### config.mk
export PLATFORM = sky130hd
export DESIGN_NAME = subtractor_binary_flat
export DESIGN_NICKNAME = d
export VERILOG_FILES = /design/src/rtl/subtractor_binary_if.sv /design/src/rtl/subtractor_binary.sv /design/src/flat_wrapper.sv
export SDC_FILE = /design/constraint.sdc
export NUM_CORES = 1
export LEC_CHECK = 0
export ABC_AREA = 1
export ABC_CLOCK_PERIOD_IN_PS = 900
export CORE_AREA = 2 2 39 41
export DETAILED_ROUTE_END_ITERATION = 6
export DIE_AREA = 0 0 41 43
export GPL_ROUTABILITY_DRIVEN = 1
export GPL_TIMING_DRIVEN = 0
export PLACE_DENSITY = 0.36
export SYNTH_ARGS = -nofsm -noshare
export SYNTH_HDL_FRONTEND = slang
export SYNTH_SLANG_ARGS = --single-unit
### constraint.sdc
create_clock -name clk -period 0.9 [get_ports clk]
set_clock_uncertainty 0.1 [all_clocks]
set_input_delay 0.135 -clock clk [delete_from_list [all_inputs] [get_ports clk]]
set_output_delay 0.135 -clock clk [all_outputs]
set_load 0.01 [all_outputs]
### src/rtl/subtractor_binary_if.sv
// Operand/result bundle for the registered magnitude subtractor.
// The driver of the operands uses master; the subtractor itself uses slave.
interface subtractor_binary_if #(
   parameter int WIDTH = 2
);
   logic             in_valid;
   logic [WIDTH-1:0] a;
   logic [WIDTH-1:0] b;
   logic             out_valid;
   logic             sign;
   logic [WIDTH-1:0] diff;

   modport master (
      output in_valid, a, b,
      input  out_valid, sign, diff
   );

   modport slave (
      input  in_valid, a, b,
      output out_valid, sign, diff
   );
endinterface

### src/rtl/subtractor_binary.sv
// Unsigned sign/magnitude subtractor: sign = (A < B), diff = |A - B|,
// registered with one cycle of latency and full throughput.
module subtractor_binary #(
   parameter int WIDTH = 2
) (
   input  logic              clk,
   input  logic              rst_n,
   subtractor_binary_if.slave bus
);

   logic [WIDTH-1:0] raw_diff;
   logic             bor;
   logic             a_lt_b;
   logic [WIDTH-1:0] mag;

   logic             out_valid_d, out_valid_q;
   logic             sign_d, sign_q;
   logic [WIDTH-1:0] diff_d, diff_q;

   // Ripple-borrow A - B; the final borrow is the unsigned A < B flag.
   // When it is set, negating the wrapped difference gives B - A exactly.
   always_comb begin
      raw_diff = '0;
      bor      = 1'b0;
      for (int i = 0; i < WIDTH; i++) begin
         raw_diff[i] = bus.a[i] ^ bus.b[i] ^ bor;
         bor         = (~bus.a[i] & bus.b[i]) | (~(bus.a[i] ^ bus.b[i]) & bor);
      end
      a_lt_b = bor;
      mag    = a_lt_b ? (~raw_diff + WIDTH'(1)) : raw_diff;
   end

   always_comb begin
      out_valid_d = bus.in_valid;
      sign_d      = sign_q;
      diff_d      = diff_q;
      if (bus.in_valid) begin
         sign_d = a_lt_b;
         diff_d = mag;
      end
   end

   always_ff @(posedge clk or negedge rst_n) begin
      if (!rst_n) begin
         out_valid_q <= 1'b0;
         sign_q      <= 1'b0;
         diff_q      <= '0;
      end else begin
         out_valid_q <= out_valid_d;
         sign_q      <= sign_d;
         diff_q      <= diff_d;
      end
   end

   assign bus.out_valid = out_valid_q;
   assign bus.sign      = sign_q;
   assign bus.diff      = diff_q;

endmodule

### src/flat_wrapper.sv
// flat-port wrapper written by rule: the top's interface ports become plain ports
module subtractor_binary_flat 
#(
   parameter int WIDTH = 2
)
  (clk, rst_n, bus_in_valid, bus_a, bus_b, bus_out_valid, bus_sign, bus_diff);
  subtractor_binary_if #(.WIDTH(WIDTH)) bus_i ();
  input  logic clk;
  input  logic rst_n;
  input wire logic [$bits(bus_i.in_valid)-1:0] bus_in_valid;
  input wire logic [$bits(bus_i.a)-1:0] bus_a;
  input wire logic [$bits(bus_i.b)-1:0] bus_b;
  output wire logic [$bits(bus_i.out_valid)-1:0] bus_out_valid;
  output wire logic [$bits(bus_i.sign)-1:0] bus_sign;
  output wire logic [$bits(bus_i.diff)-1:0] bus_diff;
  assign bus_i.in_valid = bus_in_valid;
  assign bus_i.a = bus_a;
  assign bus_i.b = bus_b;
  assign bus_out_valid = bus_i.out_valid;
  assign bus_sign = bus_i.sign;
  assign bus_diff = bus_i.diff;
  subtractor_binary #(.WIDTH(WIDTH)) u_core (.clk(clk), .rst_n(rst_n), .bus(bus_i));
endmodule
==> out/qor.txt <==
DRT Pass-1 Iters - 1
row count - 14
Place WS - -1.03 ns
Synth area leader - dfrtp_1
Period Utilization, post-route - 126%
height of the die - 43 um
I/O Buffers - 10
Critical Path Start - bus_a[1]
Post-DRT Antenna Nets - 0
initial antenna violation count - 0
fillers - 155
Clock Tree Root - clkbuf_4
CTS Buf Count - 3
Reg clk slew, reported paths - 0.04 ns
H-tree depth - 1
Max Fclk - 880 MHz
reg-to-reg startpoint - u_core.bus.diff[0]$_DFFE_PN0P_
Final min period - 1.14 ns
Clock Latency Late Sink - 0.23 ns
core area - 1380 um2
unrepaired setup endpoints after global routing - true
critical path endpoint category - register
top cell type's share of synthesized area - 51.9%
share of cells above drive strength 1 - 47.2%
synth top area cells - dfrtp_1 52%, fa_1 10%, nand2_1 9.7%, inv_1 7.8%, ha_1 6.5%
Netlist cell types - 9
final worst slack - -0.237 ns
Slew @ Worst Pin - 0.191 ns
Max VDD drop - 0.332 mV
hold_buf cts - 0
clock tree buffer depth - 2
Synth Register Bits - 4
Max stage delay on crit path - 0.57 ns
violated checks - negative setup slack
antenna cell count - 0
Worst EP required - 0.97 ns
largest fanout on the critical path - 2
Setup Viol. Count Final - 5
Remaining DRCs - 0
status - finished with violations
num ports - 11
CP startpoint kind - primary input
setup slack, reg-to-reg - 0.07 ns
die width - 41 um
Maximum Capacitance Violations - 0
vias in the first global route - 161
CP Data Arrival Time - 1.20 ns
worst-path cell chain - dlygate4sd2_1, fa_2, o21bai_1, nand3_1, nand2_1
Worst path slowest cell - fa_2
final wirelength - 393 um
CP endpoint - u_core.bus.diff[1]$_DFFE_PN0P_
setup TNS - -0.476 ns
Syn. warnings - 0
DR WL/cell - 7.56 um
max-slew violation count - 0
Iter 0 DRT Violations - 0
drt via density - 3.40
GRT Util Overall - 5.43%
post-synthesis sequential area ratio - 51.9%
syn nets - 29
Post-DP HPWL - 309 um
Slew headroom - 87.2%
Final nets - 47
cell leakage power - 0.179 nW
Netlist Area Pre-Place - 193 um2
Hold WC Path Type - in -> async
clock sinks - 4
first-pass GRT wire length - 579 um
Layout area overhead - 91.6%
PwrDens - 1560 nW/um2
largest net degree at the start of global routing - 6
Mapped Cells - 20
GRT Residual Overflow - 0
Die ar. - 1760 um2
RePlAce Congestion - 0.507
CP Class - in -> reg
R2R cell count - 3
r2r endpoint - u_core.bus.diff[0]$_DFFE_PN0P_
Initial Util - 13.9%
CTS tree - done
Final Hold Vio Count - 0
syn avg cell area - 9.63 um2
vias post-DR - 177
-- critical path, delay by kind of cell --
| family | cells | cell delay, ns |
|---|---|---|
| buffers and inverters | 1 | 0.25 |
| adder cells (fa/ha/maj) | 1 | 0.57 |
| AND/OR/NAND/NOR | 2 | 0.16 |
| AO/OA/AOI/OAI | 1 | 0.10 |
-- Yosys cell counts (all sizes together) --
master and number:
o21bai 1, o21ai 2, nand3 1, inv 4
nor2 1, ha 1, nand2 5, dfrtp 4
fa 1
-- routing by layer --
layer,routed length [um],up-vias,GRT usage (%)
met4,0,0,8.00
met3,70,0,1.57
met5,0,-,0
li1,-,93,-
met2,161,11,6.25
met1,161,73,6.15
-- per-stage QoR --
step	hold slack [ns]	cell area, um2	total power [mW]	util (%)	std cells
after floorplan	-0.261	218	0.274	-	20
after global placement	0.246	338	0.358	24.4	46
after detailed placement	0.254	338	0.360	24.4	46
after CTS	0.00240	340	0.568	24.6	49
after global routing	0.0190	369	0.622	26.7	52
final	0.00919	369	0.577	26.7	52
-- worst min-delay path by stage --
| stage | endpoint | cells after the start |
|---|---|---|
| 3_5_place_dp | u_core.bus.out_valid$_DFF_PN0_ | 1 |
| 2_1_floorplan | u_core.bus.diff[0]$_DFFE_PN0P_ | 0 |
| 5_1_grt | u_core.bus.diff[0]$_DFFE_PN0P_ | 1 |
| 3_3_place_gp | u_core.bus.out_valid$_DFF_PN0_ | 1 |
| 4_1_cts | u_core.bus.out_valid$_DFF_PN0_ | 1 |
| 6_report | u_core.bus.out_valid$_DFF_PN0_ | 1 |
-- area by class of cell --
class	instances	area, um2	area share (%)
sequential	4	100	27.1
tap	16	20.0	5.42
inverter	4	27.5	7.46
clock buffer	3	22.5	6.10
timing repair buffer	13	106	28.8
multi-input combinational	12	92.6	25.1
-- state kept, by name (all words and copies together) (netlist names) --
register and flops:
u_core.bus.diff 2, u_core.bus.out_valid 1, u_core.bus.sign 1
-- kinds of logic after synthesis --
kind of cell | share of synthesized area, %
compound gates | 9.09
fa+ha+maj | 16.9
buf+inv | 7.79
flops | 52.0
simple gates | 14.3
-- cell usage in the layout, fill, tap and decap left out --
cell             count
dfrtp_1              4
nand2_1              5
clkdlybuf4s50_1      2
inv_2                2
dlygate4sd2_1        2
clkbuf_4             3
buf_4                3
o21ai_1              1
buf_2                4
o21bai_1             1
buf_6                1
o21ai_0              1
inv_1                1
ha_4                 1
inv_12               1
buf_8                1
nor2_1               1
fa_2                 1
nand3_1              1
-- what timing repair did --
action	CTS	global route
gates cloned	0	0
pin swaps	4	4
gates resized for setup	30	2
setup buffers	0	3
endpoints found under the setup margin	7	7
endpoints found under the hold margin	0	0
-- power by group --
group	switching [mW]	internal, mW	total (mW)
combinational	0.0644	0.0873	0.152
sequential	0.00880	0.201	0.210
clock	0.0665	0.149	0.215
(Power assumes the default switching activity.)
